**src/rtl/mtimer_unit_if.sv**
```systemverilog
// Bus interface for the machine timer: single-cycle request, ack one cycle
// later, plus the timer interrupt level.
interface mtimer_unit_if;
  logic        req_i;
  logic        we_i;
  logic [4:0]  addr_i;
  logic [31:0] wdata_i;
  logic [31:0] rdata_o;
  logic        ack_o;
  logic        int_timer_o;

  modport master (
    output req_i, we_i, addr_i, wdata_i,
    input  rdata_o, ack_o, int_timer_o
  );

  modport slave (
    input  req_i, we_i, addr_i, wdata_i,
    output rdata_o, ack_o, int_timer_o
  );
endinterface

```
**src/rtl/mtimer_unit.sv**
```systemverilog
// Machine timer: 64-bit mtime counter, 64-bit mtimecmp, level interrupt
// when mtime >= mtimecmp. Optional tick prescaler enabled by defining
// MTIMER_PRESCALER_EN (mtime then advances once every PRESCALE_DIV cycles).
//
// Register map (byte offsets):
//   0x00 mtime[31:0]    0x04 mtime[63:32]
//   0x08 mtimecmp[31:0] 0x0C mtimecmp[63:32]
// Anything else (including misaligned offsets) is acked, reads 0, and
// writes are dropped.
module mtimer_unit #(
  parameter int unsigned PRESCALE_DIV = 4
) (
  input logic          clk_i,
  input logic          rst_n_i,
  mtimer_unit_if.slave bus
);

  if (PRESCALE_DIV < 2 || PRESCALE_DIV > 255) begin : g_bad_div
    $error("mtimer_unit: PRESCALE_DIV must be within 2..255");
  end

  logic [63:0] mtime_q;
  logic [63:0] mtimecmp_q;

  logic        addr_ok;
  logic        wr_en;
  logic        wr_mtime_lo;
  logic        wr_mtime_hi;
  logic        wr_cmp_lo;
  logic        wr_cmp_hi;
  logic        tick;
  logic [31:0] rd_word;

  assign addr_ok     = (bus.addr_i[1:0] == 2'b00) && (bus.addr_i <= 5'h0C);
  assign wr_en       = bus.req_i && bus.we_i && addr_ok;
  assign wr_mtime_lo = wr_en && (bus.addr_i[3:2] == 2'd0);
  assign wr_mtime_hi = wr_en && (bus.addr_i[3:2] == 2'd1);
  assign wr_cmp_lo   = wr_en && (bus.addr_i[3:2] == 2'd2);
  assign wr_cmp_hi   = wr_en && (bus.addr_i[3:2] == 2'd3);

`ifdef MTIMER_PRESCALER_EN
  logic [7:0] pre_cnt_q;

  assign tick = (pre_cnt_q == 8'(PRESCALE_DIV - 1));

  // Prescaler: counts 0..PRESCALE_DIV-1; an mtime write restarts the period.
  always_ff @(posedge clk_i or negedge rst_n_i) begin
    if (!rst_n_i) begin
      pre_cnt_q <= 8'd0;
    end else if (wr_mtime_lo || wr_mtime_hi || tick) begin
      pre_cnt_q <= 8'd0;
    end else begin
      pre_cnt_q <= pre_cnt_q + 8'd1;
    end
  end
`else
  assign tick = 1'b1;
`endif

  // Read mux on pre-update register values; 0 for writes and unmapped offsets.
  always_comb begin
    rd_word = 32'd0;
    if (bus.req_i && !bus.we_i && addr_ok) begin
      case (bus.addr_i[3:2])
        2'd0:    rd_word = mtime_q[31:0];
        2'd1:    rd_word = mtime_q[63:32];
        2'd2:    rd_word = mtimecmp_q[31:0];
        default: rd_word = mtimecmp_q[63:32];
      endcase
    end
  end

  // mtime: a bus write to either word wins over the tick, and the other
  // word is left untouched (no carry into/out of it that cycle).
  always_ff @(posedge clk_i or negedge rst_n_i) begin
    if (!rst_n_i) begin
      mtime_q <= 64'd0;
    end else if (wr_mtime_lo) begin
      mtime_q[31:0] <= bus.wdata_i;
    end else if (wr_mtime_hi) begin
      mtime_q[63:32] <= bus.wdata_i;
    end else if (tick) begin
      mtime_q <= mtime_q + 64'd1;
    end
  end

  // mtimecmp: word-wise writes only.
  always_ff @(posedge clk_i or negedge rst_n_i) begin
    if (!rst_n_i) begin
      mtimecmp_q <= '1;
    end else begin
      if (wr_cmp_lo) mtimecmp_q[31:0]  <= bus.wdata_i;
      if (wr_cmp_hi) mtimecmp_q[63:32] <= bus.wdata_i;
    end
  end

  // Bus response: ack follows every request by one cycle; reset drops it.
  always_ff @(posedge clk_i or negedge rst_n_i) begin
    if (!rst_n_i) begin
      bus.ack_o   <= 1'b0;
      bus.rdata_o <= 32'd0;
    end else begin
      bus.ack_o   <= bus.req_i;
      bus.rdata_o <= rd_word;
    end
  end

  // Interrupt level from the current registers, one cycle behind any change.
  always_ff @(posedge clk_i or negedge rst_n_i) begin
    if (!rst_n_i) begin
      bus.int_timer_o <= 1'b0;
    end else begin
      bus.int_timer_o <= (mtime_q >= mtimecmp_q);
    end
  end

endmodule

```
**src/flat_wrapper.sv**
```systemverilog
// flat-port wrapper written by rule: the top's interface ports become plain ports
module mtimer_unit_flat 
#(
  parameter int unsigned PRESCALE_DIV = 4
)
  (clk_i, rst_n_i, bus_req_i, bus_we_i, bus_addr_i, bus_wdata_i, bus_rdata_o, bus_ack_o, bus_int_timer_o);
  mtimer_unit_if bus_i ();
  input logic clk_i;
  input logic rst_n_i;
  input wire logic [$bits(bus_i.req_i)-1:0] bus_req_i;
  input wire logic [$bits(bus_i.we_i)-1:0] bus_we_i;
  input wire logic [$bits(bus_i.addr_i)-1:0] bus_addr_i;
  input wire logic [$bits(bus_i.wdata_i)-1:0] bus_wdata_i;
  output wire logic [$bits(bus_i.rdata_o)-1:0] bus_rdata_o;
  output wire logic [$bits(bus_i.ack_o)-1:0] bus_ack_o;
  output wire logic [$bits(bus_i.int_timer_o)-1:0] bus_int_timer_o;
  assign bus_i.req_i = bus_req_i;
  assign bus_i.we_i = bus_we_i;
  assign bus_i.addr_i = bus_addr_i;
  assign bus_i.wdata_i = bus_wdata_i;
  assign bus_rdata_o = bus_i.rdata_o;
  assign bus_ack_o = bus_i.ack_o;
  assign bus_int_timer_o = bus_i.int_timer_o;
  mtimer_unit #(.PRESCALE_DIV(PRESCALE_DIV)) u_core (.clk_i(clk_i), .rst_n_i(rst_n_i), .bus(bus_i));
endmodule
```
**config.mk**
```make
export PLATFORM = sky130hd
export DESIGN_NAME = mtimer_unit_flat
export DESIGN_NICKNAME = d
export VERILOG_FILES = /design/src/rtl/mtimer_unit_if.sv /design/src/rtl/mtimer_unit.sv /design/src/flat_wrapper.sv
export SDC_FILE = /design/constraint.sdc
export NUM_CORES = 1
export LEC_CHECK = 0
export CAP_MARGIN = 10
export CORE_MARGIN = 2
export CORE_UTILIZATION = 49
export CTS_CLUSTER_DIAMETER = 80
export DETAILED_ROUTE_END_ITERATION = 8
export PLACE_DENSITY = 0.74
export SYNTH_ARGS = -nofsm -noshare
export SYNTH_HDL_FRONTEND = slang
export SYNTH_SLANG_ARGS = --single-unit
```
**constraint.sdc**
```tcl
create_clock -name clk_i -period 2.64 [get_ports clk_i]
set_clock_uncertainty 0.15 [all_clocks]
set_input_delay 0.396 -clock clk_i [delete_from_list [all_inputs] [get_ports clk_i]]
set_output_delay 0.396 -clock clk_i [all_outputs]
set_load 0.01 [all_outputs]
```
==> metrics.csv <==
stage;metric;value;unit
die;die height;146;µm
setup_path;CP Max Fanout;6;
yosys;Post-synth EDFFs;0;
yosys;top cells by area, synth;dfrtp_1, dfstp_2, ha_1;
clocking;CTS tree;yes;
die;FP Rows;52;
yosys;Synthesis Warnings;0;
setup_path;CP max stage delay;0.47;ns
power_and_ir_drop;net switching power figure;2.63;mW
outcome;status;completed;
drt;via-per-instance ratio;6.17;
power_and_ir_drop;Gate power share;25.7;%
timing;max frequency;383;MHz
run;max cap viols;0;
yosys;Synth async-reset ratio;100;%
yosys;share of the yosys chip area belonging to registers;41.7;%
die;Initial Util;49.5;%
global_route;vias in the first global route;8496;
timing;final worst setup slack;0.0283;ns
final_layout;Area Overhead vs Synth;21.3;%
clocking;clk root buf;clkbuf_16;
placed_design;Place WS;0.0800;ns
global_route;GRT overflow;0;
global_route;initial antenna violation count;0;
drt;drt wl/cell;20.4;µm
drt;antenna-violating nets left;0;
final_layout;final layout net count;1172;
placed_design;IO Port Bufs;74;
clocking;H-tree depth;4;
setup_path;cells on worst reg2reg path;7;
setup_path;Worst EP arrival;2.81;ns
final_layout;Post-Layout Cell Count;1349;
clocking;Worst-path clk slew;0.07;ns
yosys;area leader, netlist;dfrtp_1;
setup_path;Worst path slowest cell;dfrtp_1;
timing;Worst Tran Pin Value;0.520;ns
clocking;clk buf depth;2;
yosys;Synth top area share;24.7;%
drt;initial drt markers;902;
final_layout;most frequent cells in the layout;dfrtp_1, inv_1, nor2_1, clkdlybuf4s50_1, ha_1;
placed_design;gp weighted congestion;0.861;
yosys;Mapped Area;9910;µm²
setup_path;r2r setup slk;0.03;ns
hold_path;Hold Path Class;input pin to asynchronous set/reset pin;
power_and_ir_drop;cell-internal power;5.90;mW
final_layout;Diodes inserted;0;
power_and_ir_drop;P_leak;5.08;nW
placed_design;post-detail-place hpwl;19400;µm
yosys;Main synth FF type;dfrtp_1;
setup_path;CP cell instances;nand3_1 > or3_1 > nor4_1 > buf_4 > nand3_1 > o31ai_1 > nor3b_1;
timing;Max transition margin;65.4;%
die;I/O pin total;75;
timing;final setup violation count;0;
timing;Min Clock Period, post-route;2.61;ns
timing;endpoints failing hold;0;
setup_path;worst r2r dst;u_core.mtime_q[50]$_DFFE_PN0N_;
setup_path;startpoint types;register;
yosys;Syn Inst Count;963;
placed_design;Area after DPL;11300;µm²
yosys;#FFs+latches synth;162;
clocking;CTS buffer count;17;
clocking;CTS Sinks;162;
setup_path;CP startpoint;u_core.mtime_q[43]$_DFFE_PN0N_;
setup_path;CP Class;register to register;
power_and_ir_drop;Reg power frac;40.4;%
yosys;Distinct cells, synth;66;
timing;Slew Limit Fails;0;
power_and_ir_drop;power share of the clock group;33.9;%
timing;RSZ-0062 raised after global routing;no;
timing;final sum of negative setup slack;0;ns
drt;Routed WL;27600;µm
clocking;clk_lat worst skew;0.44;ns
power_and_ir_drop;Pwr per Cell Area;710;nW/µm²
power_and_ir_drop;switch share;30.9;%
die;core footprint;20000;µm²
die;Die Area;21400;µm²
drt;via count;8324;
setup_path;worst r2r src;u_core.mtime_q[43]$_DFFE_PN0N_;
placed_design;DP Cell Count;1316;
setup_path;CP Data Required Time;2.84;ns
setup_path;CP most frequent cell;nand3_1;
final_layout;most common cell after layout, fill and taps aside;dfrtp_1;
final_layout;share of cells above drive strength 1;25.4;%
global_route;All-Layer GR Usage;26.4;%
drt;final routed DRC violation total;0;
power_and_ir_drop;largest vdd supply drop;0.000383;V
global_route;first-pass GRT wire length;44700;µm
drt;First-pass DRT Iterations;5;
die;width of the die;146;µm
yosys;Synthesized Nets;1069;
power_and_ir_drop;Final Total Pwr;8.53;mW
global_route;pin count of the biggest net entering global routing;53;
yosys;Mean Syn Cell Area;10.3;µm²
setup_path;crit end category;register;
final_layout;Finished Cell Area;12000;µm²
timing;Final Cycle Share;98.9;%
==> cells by family (layout without fill, tap and decap cells) <==
group                      count (synthesis)  count (layout)  share of synthesized area [%]
DFF                                      162             162                           41.7
xor gates and xnor gates                   5               5                          0.442
muxes                                     99              99                           14.9
adders and majority gates                 65              65                           8.20
AOI/OAI and AO/OA                        190             190                           12.5
and+or+nand+nor                          314             314                           17.1
buffers and inverters                    128             244                           5.15
==> repair_timing <==
action                                  4_1_cts  5_1_grt
resized for setup                             0        7
hold endpoints to repair                     33        0
setup buffers                                 0        0
endpoints found under the setup margin        0       12
hold buffers                                  1        0
==> how the worst max path moves through the flow <==
stage               slack [ns]  depth (start not counted)                                to
floorplan                 0.29                          8    u_core.mtime_q[34]$_DFFE_PN0N_
global placement          0.12                          8  u_core.bus.int_timer_o$_DFF_PN0_
detailed placement        0.08                          7    u_core.mtime_q[61]$_DFFE_PN0N_
CTS                       0.05                          7    u_core.mtime_q[34]$_DFFE_PN0N_
global route             0.006                          7    u_core.mtime_q[50]$_DFFE_PN0N_
finish                    0.03                          7    u_core.mtime_q[50]$_DFFE_PN0N_
==> cell type report <==
cell class | count | area, µm²
fillers | 1704 | 8020
multi-input cells | 673 | 5300
flip-flops and latches | 162 | 4140
repair buffers | 134 | 1280
clock buffers | 20 | 437
well taps | 270 | 338
inverters | 78 | 293
clock inverters | 12 | 238
==> state kept, by name, indices dropped and copies added (netlist names) <==
signal / count
u_core.bus.rdata_o: 32
u_core.mtime_q: 64
u_core.bus.ack_o: 1
u_core.bus.int_timer_o: 1
u_core.mtimecmp_q: 64
==> Yosys cell counts (5+ instances only) <==
library cell / n
nand2_1: 55
o21ai_0: 29
nand3_1: 27
and3_1: 19
o31ai_1: 5
nor2_1: 71
buf_2: 6
a21oi_1: 59
and4_1: 9
buf_1: 10
nor3_1: 25
dfstp_2: 64
inv_1: 78
a21o_1: 14
dfrtp_1: 98
a211oi_1: 31
mux4_2: 31
xnor2_1: 5
nor4_1: 10
ha_1: 65
o22ai_1: 10
nand4_1: 24
clkbuf_1: 30
or3_1: 5
mux2_2: 64
and2_1: 5
a311oi_1: 7
nor2b_1: 39
==> routing by layer <==
| layer | GRT usage [%] | wire [µm] | vias to the layer above |
|---|---|---|---|
| met1 | 34.4 | 11600 | 4155 |
| met3 | 4.09 | 1650 | 77 |
| met2 | 44.2 | 13400 | 354 |
| met4 | 11.0 | 939 | 0 |
| li1 | - | - | 3738 |
| met5 | 0 | 0 | - |
==> worst max-delay path, delay by kind of cell (launching register included) <==
family                 cells  cell delay [ns]
AO/OA/AOI/OAI              1             0.26
buffers and inverters      1             0.20
flip-flops                 1             0.47
AND/OR/NAND/NOR            5             1.43
==> power by group through the flow <==
| stage | Combinational (mW) | Sequential (mW) | Clock, mW |
|---|---|---|---|
| global placement | 2.06 | 3.43 | 0 |
| finish | 2.19 | 3.45 | 2.89 |
| global route | 2.45 | 3.50 | 3.02 |
| detailed placement | 2.13 | 3.46 | 0 |
| floorplan | 1.46 | 3.30 | 0 |
| CTS | 2.18 | 3.42 | 2.92 |
==> stage by stage <==
step,hold WS [ns],utilization [%]
2_1_floorplan,-0.0496,-
5_1_grt,0.367,60.0
3_3_place_gp,0.239,56.4
6_report,0.340,60.0
4_1_cts,0.340,59.9
3_5_place_dp,0.240,56.4
No activity file was read; power rests on OpenSTA's default activity.
